### src/rtl/rr_stream_mux.sv
// ============================================================================
// rr_stream_mux : N:1 stream mux with round-robin / fixed-priority arbitration,
//                 packet lock until last beat, and a registered output stage.
// Revision      : 1.0
// ============================================================================
`default_nettype none

module rr_stream_mux #(
  parameter  int NUM_CH = 8,
  parameter  int DATA_W = 8,
  parameter  int MODE   = 0,
  localparam int SEL_W  = $clog2(NUM_CH)
) (
  input  logic                     clk,
  input  logic                     rst,
  input  logic [NUM_CH*DATA_W-1:0] in_data,
  input  logic [NUM_CH-1:0]        in_valid,
  input  logic [NUM_CH-1:0]        in_last,
  output logic [NUM_CH-1:0]        in_ready,
  output logic [DATA_W-1:0]        out_data,
  output logic                     out_valid,
  output logic                     out_last,
  output logic [SEL_W-1:0]         out_ch,
  input  logic                     out_ready
);

  localparam int c_cw = SEL_W + 1;

  typedef enum logic [0:0] {
    ST_IDLE   = 1'b0,
    ST_LOCKED = 1'b1
  } state_t;

  state_t             r_state;
  state_t             w_state_nxt;
  logic [SEL_W-1:0]   r_rr_ptr;
  logic [SEL_W-1:0]   w_rr_nxt;
  logic [SEL_W-1:0]   r_lock_ch;
  logic [SEL_W-1:0]   w_lock_nxt;

  logic [DATA_W-1:0]  r_out_data;
  logic               r_out_valid;
  logic               r_out_last;
  logic [SEL_W-1:0]   r_out_ch;

  logic [SEL_W-1:0]   w_search_grant;
  logic               w_search_valid;
  logic [SEL_W-1:0]   w_grant;
  logic               w_grant_valid;
  logic               w_load;
  logic               w_xfer;
  logic [DATA_W-1:0]  w_sel_data;
  logic               w_sel_last;

  // Idle-state search; the two policies share nothing but the result wires.
  generate
    if (MODE == 0) begin : g_rr
      logic [c_cw-1:0] w_cand;
      always_comb begin
        w_search_grant = '0;
        w_search_valid = 1'b0;
        w_cand         = '0;
        for (int k = 0; k < NUM_CH; k++) begin
          w_cand = {1'b0, r_rr_ptr} + c_cw'(k);
          if (w_cand >= c_cw'(NUM_CH)) w_cand = w_cand - c_cw'(NUM_CH);
          if (!w_search_valid && in_valid[w_cand[SEL_W-1:0]]) begin
            w_search_valid = 1'b1;
            w_search_grant = w_cand[SEL_W-1:0];
          end
        end
      end
    end else begin : g_fp
      always_comb begin
        w_search_grant = '0;
        w_search_valid = 1'b0;
        for (int k = NUM_CH - 1; k >= 0; k--) begin
          if (in_valid[k]) begin
            w_search_valid = 1'b1;
            w_search_grant = SEL_W'(k);
          end
        end
      end
    end
  endgenerate

  always_comb begin
    if (r_state == ST_LOCKED) begin
      w_grant       = r_lock_ch;
      w_grant_valid = in_valid[r_lock_ch];
    end else begin
      w_grant       = w_search_grant;
      w_grant_valid = w_search_valid;
    end
  end

  assign w_load = !r_out_valid || out_ready;
  assign w_xfer = w_load && w_grant_valid && !rst;

  always_comb begin
    in_ready   = '0;
    w_sel_data = '0;
    w_sel_last = 1'b0;
    for (int i = 0; i < NUM_CH; i++) begin
      if (w_grant == SEL_W'(i)) begin
        in_ready[i] = w_load && w_grant_valid && !rst;
        w_sel_data  = in_data[i*DATA_W +: DATA_W];
        w_sel_last  = in_last[i];
      end
    end
  end

  // Pointer only advances at packet boundaries so a long packet costs its
  // channel its turn exactly once.
  always_comb begin
    w_state_nxt = r_state;
    w_lock_nxt  = r_lock_ch;
    w_rr_nxt    = r_rr_ptr;
    if (w_xfer) begin
      if (w_sel_last) begin
        w_state_nxt = ST_IDLE;
        w_rr_nxt    = (w_grant == SEL_W'(NUM_CH - 1)) ? '0 : w_grant + SEL_W'(1);
      end else begin
        w_state_nxt = ST_LOCKED;
        w_lock_nxt  = w_grant;
      end
    end
  end

  always_ff @(posedge clk) begin
    if (rst) begin
      r_state   <= ST_IDLE;
      r_rr_ptr  <= '0;
      r_lock_ch <= '0;
    end else begin
      r_state   <= w_state_nxt;
      r_rr_ptr  <= w_rr_nxt;
      r_lock_ch <= w_lock_nxt;
    end
  end

  always_ff @(posedge clk) begin
    if (rst) begin
      r_out_data  <= '0;
      r_out_valid <= 1'b0;
      r_out_last  <= 1'b0;
      r_out_ch    <= '0;
    end else if (w_load) begin
      r_out_valid <= w_xfer;
      if (w_xfer) begin
        r_out_data <= w_sel_data;
        r_out_last <= w_sel_last;
        r_out_ch   <= w_grant;
      end
    end
  end

  assign out_data  = r_out_data;
  assign out_valid = r_out_valid;
  assign out_last  = r_out_last;
  assign out_ch    = r_out_ch;

endmodule

`default_nettype wire
### config.mk
export PLATFORM = sky130hd
export DESIGN_NAME = rr_stream_mux
export DESIGN_NICKNAME = d
export VERILOG_FILES = /design/src/rtl/rr_stream_mux.sv
export SDC_FILE = /design/constraint.sdc
export NUM_CORES = 1
export LEC_CHECK = 0
export BUFFER_PORTS_ARGS = -buffer_cell sky130_fd_sc_hd__buf_2
export CAP_MARGIN = 5
export CORE_ASPECT_RATIO = 0.75
export CORE_MARGIN = 2
export CORE_UTILIZATION = 45
export DETAILED_ROUTE_END_ITERATION = 12
export PLACE_DENSITY = 0.79
export SLEW_MARGIN = 20
export SYNTH_ARGS = -nofsm -noshare
export SYNTH_HDL_FRONTEND = slang
export SYNTH_SLANG_ARGS = --single-unit
export TNS_END_PERCENT = 20
### constraint.sdc
create_clock -name clk -period 6.88 [get_ports clk]
set_input_delay 0 -clock clk [delete_from_list [all_inputs] [get_ports clk]]
set_output_delay 0 -clock clk [all_outputs]
set_load 0.005 [all_outputs]
==> metrics, run 1 <==
outcome complete, no violations; CTS Sinks 20; async set-or-reset flop fraction in the synthesized netlist 0%; area share of the largest cell type after synthesis 15.9%; Worst path max stage delay 0.63 ns; GRT Total Usage 24.0%; CTS tree built; post-synthesis area per instance 7.53 um^2; clock period minus worst slack 6.12 ns; Yosys Warn Count 0; Post-Syn Area 2520 um^2; cells after synthesis 335; max-slew violation count 0; I/O pin cnt 104; # port buffers 103; area of placed instances 3070 um^2; final hold viol count 0; clk buf depth 2; CTS Buf Count 3; post-route cell area 3120 um^2; post-layout util 58.1%; antenna cells 0; # resized after CTS 0; area occupied by multi-input gates 1970 um^2; worst rel slew slack 50.7%; max_cap viols 0; Area Growth Syn to Fin 23.8%; largest area contributor in the netlist dfxtp_1; setup violators final 0; post-synthesis net count 426; Tightest Hold Check Type in -> reg; Synth area leaders dfxtp_1, mux4_2, a21oi_1; Die H 68.9 um; initial antenna violation count 0; HPWL Detailed 6180 um; leakage 1.36 nW; final worst-path cycle share 89.0%; Max Fclk 163 MHz; unique cell type count in the Yosys netlist 65; via-per-instance ratio 5.97; Detailed Route WL 8010 um; row count 23; share of post-route cells with drive strength above 1 32.2%; die extent in x 90.5 um; Setup Skew 0.00766 ns; final RePlAce weighted congestion 0.888; root buffer cell clkbuf_8; worst path required time 7.04 ns; average wire per standard cell 16.1 um; RSZ-0062 raised after global routing false; VDD IR max 205 uV; EDFF count, synth 0; post-CTS setup buffer count 0; setup TNS 0 ns; fillers 508; ANT nets after route 0; Die ar. 6230 um^2; register area share after synthesis 15.9%; CTS Hold Bufs 0; H-tree Lvls 1; Pre-antenna DRT Iters 6; Core Region 5380 um^2; Worst-Margin Slew 0.731 ns; r2r setup slk 0.76 ns; power density cells 445 nW/um^2; CP cell instances buf_4, inv_1, ha_1, mux4_2, a21oi_1, a32oi_1, nor4b_1, mux2_1, nor2_1, a32oi_1, ha_1, inv_1, nor2_1, a22oi_1, o21ai_0, a21boi_0, a221o_2, or2_0, a221oi_2; largest net degree at the start of global routing 38; 1st-iter DRT viols 302; crit path DAT 6.29 ns; DR vias 2969; Startpoint Class flip-flop; FF+latch count, synth 20; Final nets 514; CP Capture Type flip-flop; Starting Density 46.9%; WS Path Type reg -> reg; FF+latch area 400 um^2; first-pass GRT wire length 12300 um; clock latency on the worst-skew pair 0.25 ns; crit path max fanout 14; GRT overflow 0; top_reg_cell synth dfxtp_1; vias in the first global route 2533; DRC 0; Clk pin slew, worst setup/hold paths 0.08 ns; power consumption 1.39 mW; Slowest-stage cell, CP mux4_2; Post-Route Hold Slack 0.0503 ns
-- cells in the final DEF (no fill, tap or decap), types with 4 or more instances in the layout --
| cell | n |
|---|---|
| buf_4 | 6 |
| inv_1 | 10 |
| ha_1 | 8 |
| and3_1 | 4 |
| mux4_2 | 11 |
| nor2_1 | 44 |
| o211ai_1 | 7 |
| o31ai_1 | 14 |
| clkbuf_8 | 4 |
| o2111ai_1 | 7 |
| or3_1 | 4 |
| nor3_1 | 4 |
| a21oi_1 | 36 |
| dfxtp_1 | 20 |
| nand3_1 | 6 |
| o21ai_1 | 4 |
| nand2_1 | 44 |
| buf_2 | 103 |
| mux2i_1 | 11 |
| o21ai_0 | 7 |
-- cells by family (layout without fill, tap and decap cells) --
logic type | after synthesis | after routing | synth area share (%)
compound gates | 117 | 117 | 33.0
simple gates | 119 | 119 | 20.5
buf+inv | 39 | 126 | 6.59
flops | 20 | 20 | 15.9
mux | 28 | 28 | 18.6
xor+xnor | 4 | 4 | 1.39
fa+ha+maj | 8 | 8 | 3.97
-- layout make-up --
cell class              instances  area share, %
multi-input cells             276           62.9
repair buffers                109           17.9
flip-flops and latches         20           12.8
well taps                      75           3.00
clock buffers                   4           1.76
inverters                      13           1.56
-- worst max-delay path: cells and delay by family (launching register included) --
family,cells,cell delay (ns)
multiplexers,2,0.85
AO/OA/AOI/OAI,8,2.11
AND/OR/NAND/NOR,4,1.10
flip-flops,1,0.31
buffers and inverters,3,0.59
adder cells (fa/ha/maj),2,1.08
-- sequential cells by signal, indices dropped and copies added (netlist names) --
| signal | flops |
|---|---|
| out_ch | 3 |
| out_data | 8 |
| out_last | 1 |
| out_valid | 1 |
| r_lock_ch | 3 |
| r_rr_ptr | 3 |
| r_state | 1 |
-- metrics by stage --
stage | worst slack, ns | instances
5_1_grt | 0.105 | 497
2_1_floorplan | 1.91 | 335
3_3_place_gp | 1.03 | 493
6_report | 0.759 | 497
3_5_place_dp | 0.822 | 493
4_1_cts | 0.796 | 497
-- final timing paths --
path,endpoint,from,cells after the start
min reg2reg,out_ch[0],out_ch[0],2
min,out_data[4],in_data[28],3
max reg2reg,r_rr_ptr[2],r_rr_ptr[0],19
max,r_rr_ptr[2],r_rr_ptr[0],19
-- report_power, final --
group | leakage [nW] | internal [mW] | switching (mW)
Combinational | 1.17 | 0.431 | 0.678
Sequential | 0.166 | 0.160 | 0.0331
Clock | 0.0288 | 0.0508 | 0.0369
Total | 1.36 | 0.642 | 0.748
-- synthesized netlist by cell type, types with 2 or more instances --
cell type and instances:
a22o_1 2, buf_1 2, o21ai_1 4, a32oi_1 3, ha_1 8, mux2i_1 11
o211ai_1 7, o311ai_1 3, mux4_2 11, inv_1 10, or3_1 4, and3_1 4
o2111ai_1 7, dfxtp_1 20, o21ai_0 7, o32a_1 2, nand3_1 6, a22oi_1 2
nor2_1 44, mux4_1 3, buf_2 4, nor3_1 4, o22ai_1 3, nand2b_1 2
xor2_1 2, clkbuf_1 17, nor2b_1 3, a31oi_1 3, o211a_1 2, o311ai_0 3
nand2_1 44, buf_4 2, o31ai_1 14, a21oi_1 36, a211oi_1 3, xnor2_1 2
mux2_2 2, inv_2 2
-- layer usage --
metal  track usage, %  routed length, um  up-vias
met1             36.3               3750     1371
met3             2.61                609       10
met2             37.2               3600      142
met4             4.81                 54        0
met5                0                  0        -
li1                 -                  -     1446
(Power assumes the default switching activity.)
==> run 2: changes to the inputs <==
- CORE_ASPECT_RATIO: 0.75 -> unset
- CORE_UTILIZATION: 45 -> 25
- PLACE_DENSITY: 0.79 -> 0.5
==> metrics, run 2 (synthesis gave the netlist of run 1 again) <==
average wire per standard cell 16.3 um; CP Buf/Inv Count 3; 1st-iter DRT viols 139; share of post-route cells with drive strength above 1 32.5%; final RePlAce weighted congestion 0.852; Core Region 9770 um^2; delay-heaviest family, CP compound AO/OA/AOI/OAI gates; CTS Hold Bufs 0; CP Capture Type flip-flop; worst path required time 7.06 ns; max_cap viols 0; max reg flops 8; Area Growth Syn to Fin 27.3%; crit path max fanout 14; # port buffers 103; Max Fclk 161 MHz; H-tree Lvls 1; Startpoint Class flip-flop; max-slew violation count 0; Tightest Hold Check Type in -> reg; DR vias 2981; Detailed Route WL 9100 um; outcome complete, no violations; Die ar. 10900 um^2; setup TNS 0 ns; Die H 104 um; clock period minus worst slack 6.21 ns; clk buf depth 2; final hold viol count 0; RSZ-0062 raised after global routing false; power density cells 442 nW/um^2; die extent in x 104 um; root buffer cell clkbuf_8; first-pass GRT wire length 14600 um; CTS tree built; Worst-Margin Slew 0.819 ns; crit path DAT 6.39 ns; most frequent cells in the layout buf_2, nand2_1, nor2_1, a21oi_1, dfxtp_1; setup violators final 0; final worst-path cycle share 90.3%; CP cell instances inv_1, ha_1, mux4_2, a21oi_1, a32oi_1, nor4b_1, mux2_1, nor2_1, a32oi_1, buf_4, ha_1, inv_1, nor2_1, a22oi_1, o21ai_0, a21boi_0, a221o_2, or2_0, a221oi_2; # placed instances 553; vias in the first global route 2889; worst rel slew slack 45.4%; VDD IR max 157 uV; CTS Sinks 20; antenna cells 0; I/O pin cnt 104; GRT overflow 0; ANT nets after route 0; HPWL Detailed 6930 um; leakage 1.37 nW; Slowest-stage cell, CP dfxtp_1; fin cells 557; via-per-instance ratio 5.35; # resized after CTS 0; GRT Total Usage 16.3%; Worst path max stage delay 0.74 ns; Clk pin slew, worst setup/hold paths 0.08 ns; row count 36; Final nets 516; post-CTS setup buffer count 0; initial antenna violation count 0; clock latency on the worst-skew pair 0.26 ns; Setup Skew 0.00422 ns; commonest non-fill, non-tap cell in the layout buf_2; WS Path Type reg -> reg; CTS Buf Count 3; Starting Density 25.8%; largest net degree at the start of global routing 32; Pre-antenna DRT Iters 4; DRC 0
run 2: changes by cell type in the layout (fill, tap and decap cells not counted), sizes merged:
cell,change
buf,+2
run 2: worst paths after layout:
kind,start,endpoint,slack (ns),cells after the start
setup reg to reg,r_rr_ptr[0],r_rr_ptr[2],0.67,19
setup / recovery,r_rr_ptr[0],r_rr_ptr[2],0.67,19
hold reg to reg,out_ch[0],out_ch[0],0.46,2
hold / removal,in_data[61],out_data[5],0.04,3
run 2: area by class of cell:
class	count	area (um^2)
tap	133	166
clock buffer	4	55.1
timing repair buffer	111	576
multi-input combinational	276	1970
inverter	13	48.8
sequential	20	400
fill	1078	6560
run 2: per-stage QoR:
stage / cell area (um^2) / util [%] / setup slack [ns] / hold slack, ns / power (mW)
final: 3210 / 32.9 / 0.669 / 0.0428 / 1.42
after global routing: 3210 / 32.9 / 0.0574 / 0.0532 / 1.57
after CTS: 3210 / 32.9 / 0.621 / 0.0365 / 1.43
after detailed placement: 3160 / 32.3 / 0.686 / 0.320 / 1.32
after global placement: 3160 / 32.3 / 0.858 / 0.307 / 1.32
after floorplan: 2520 / - / 1.91 / 0.189 / 1.01
run 2: worst min-delay path, cell delays in order:
cell and delay, ns:
buf_2 0.11, nor2_1 0.07, o31ai_1 0.07
run 2: layer usage:
metal	up-vias	wire length (um)	global-route usage, %
li1	1450	-	-
met1	1418	4100	21.5
met2	105	4340	27.9
met3	8	551	3.13
met4	0	102	2.99
met5	-	0	0
run 2: report_power, final:
part | internal [mW] | total (mW) | leakage (nW) | switching [mW]
clock network | 0.0510 | 0.0926 | 0.0288 | 0.0416
logic | 0.447 | 1.13 | 1.18 | 0.680
registers | 0.160 | 0.199 | 0.166 | 0.0390
total | 0.658 | 1.42 | 1.37 | 0.761
==> run 3: changes to the inputs <==
- GPL_TIMING_DRIVEN: unset -> 0
- clock period: 6.88 -> 6.39 ns (I/O delays scaled with it)
==> metrics, run 3 (synthesis gave the netlist of run 1 again) <==
WS Path Type reg -> reg; r2r setup slk 0.53 ns; CP cell instances buf_2, inv_1, ha_1, buf_4, mux4_2, a21oi_1, a32oi_1, o22ai_1, a21oi_1, or4_1, a32oi_1, ha_1, clkbuf_1, a22oi_1, o21ai_0, a21boi_0, a221o_2, or2_0, a221oi_2; outcome complete, no violations; ANT nets after route 0; final hold viol count 0; min-delay src in_data[60]; crit path max fanout 10; power density cells 466 nW/um^2; Final nets 534; CTS Sinks 20; vias in the first global route 2951; worst setup path end r_rr_ptr[2]; met2 global-route usage 29.4%; slack of the critical path 0.531 ns; Clk pin slew, worst setup/hold paths 0.08 ns; CTS tree built; H-tree Lvls 1; Area Growth Syn to Fin 29.4%; antenna cells 0; first-pass GRT wire length 14800 um; I/O pin cnt 104; Core Region 9770 um^2; max_cap viols 0; max-slew violation count 0; RSZ-0062 raised after global routing false; post-CTS setup buffer count 0; crit path from r_rr_ptr[1]; 1st-iter DRT viols 157; Startpoint Class flip-flop; setup violators final 0; clock latency on the worst-skew pair 0.26 ns; max reg flops 8; RR Startpoint r_rr_ptr[1]; average wire per standard cell 15.8 um; worst reg2reg endpoint r_rr_ptr[2]; power consumption 1.52 mW; worst rel slew slack 57.1%; most frequent cells in the layout buf_2, nand2_1, nor2_1, a21oi_1, dfxtp_1; pre-CTS setup slack 0.418 ns; GRT overflow 0; Die ar. 10900 um^2; Worst path max stage delay 0.60 ns; worst path required time 6.57 ns; Worst-Margin Slew 0.635 ns; clock period minus worst slack 5.86 ns; leakage 1.39 nW; final RePlAce weighted congestion 0.895; setup TNS 0 ns; crit path DAT 6.04 ns; DRC 0; # port buffers 103; CP Capture Type flip-flop; Starting Density 25.8%; root buffer cell clkbuf_8; GRT Total Usage 16.6%; met1 GRT Util 21.6%; VDD IR max 214 uV; Max Fclk 171 MHz; Pre-antenna DRT Iters 4; Slowest-stage cell, CP mux4_2; initial antenna violation count 0; Tightest Hold Check Type in -> reg; row count 36; largest net degree at the start of global routing 12; Setup Skew 0.00403 ns; CTS Buf Count 3; grt met3 use 2.44%; HPWL Detailed 7360 um; commonest non-fill, non-tap cell in the layout buf_2; share of post-route cells with drive strength above 1 31.2%; GR peak layer met2; final worst-path cycle share 91.7%; cells on worst reg2reg path 19; DR vias 2970; clk buf depth 2; via-per-instance ratio 5.17; die extent in x 104 um; Die H 104 um; Detailed Route WL 9090 um
[run 3: timing repair]
item	in CTS	in global routing
hold buffers	0	0
endpoints found under the setup margin	0	2
resized for setup	0	1
[run 3: worst min-delay path by stage]
| stage | to | cells past startpoint |
|---|---|---|
| floorplan | out_data[4] | 2 |
| global placement | out_data[1] | 3 |
| detailed placement | out_data[5] | 3 |
| CTS | out_data[5] | 3 |
| global route | out_data[7] | 3 |
| finish | out_data[4] | 3 |
[run 3: report_power, final]
part	switching (mW)	leakage [nW]	internal, mW	total (mW)
clock	0.0427	0.0288	0.0548	0.0975
sequential	0.0310	0.166	0.173	0.204
combinational	0.749	1.19	0.472	1.22
[run 3: metal layers]
metal	share of wire (%)	wire, um
met3	6.1	554
met2	49	4420
met1	45	4060
met5	0	0
met4	0.69	63
[run 3: critical path, delay by kind of cell (launching register included)]
kind	cells	cell delay, ns
AO/OA/AOI/OAI	10	2.48
adder cells (fa/ha/maj)	2	0.59
buffers and inverters	4	0.98
flip-flops	1	0.40
multiplexers	1	0.60
AND/OR/NAND/NOR	2	0.71
[run 3: per-stage QoR]
| stage | util [%] | cell area [um^2] | cells | hold WS, ns |
|---|---|---|---|---|
| after global placement | 32.8 | 3210 | 571 | 0.311 |
| after CTS | 33.4 | 3260 | 575 | 0.0376 |
| after detailed placement | 32.8 | 3210 | 571 | 0.321 |
| after floorplan | - | 2520 | 335 | 0.189 |
| final | 33.4 | 3270 | 575 | 0.0432 |
| after global routing | 33.4 | 3270 | 575 | 0.0434 |
[run 3: area by class of cell]
type                    instances  area, um^2
clock buffers                   4        55.1
inverters                      13        48.8
multi-input cells             276        1960
well taps                     133         166
repair buffers                103         515
flip-flops and latches         20         400
fillers                      1085        6510
plain buffers                  26         118
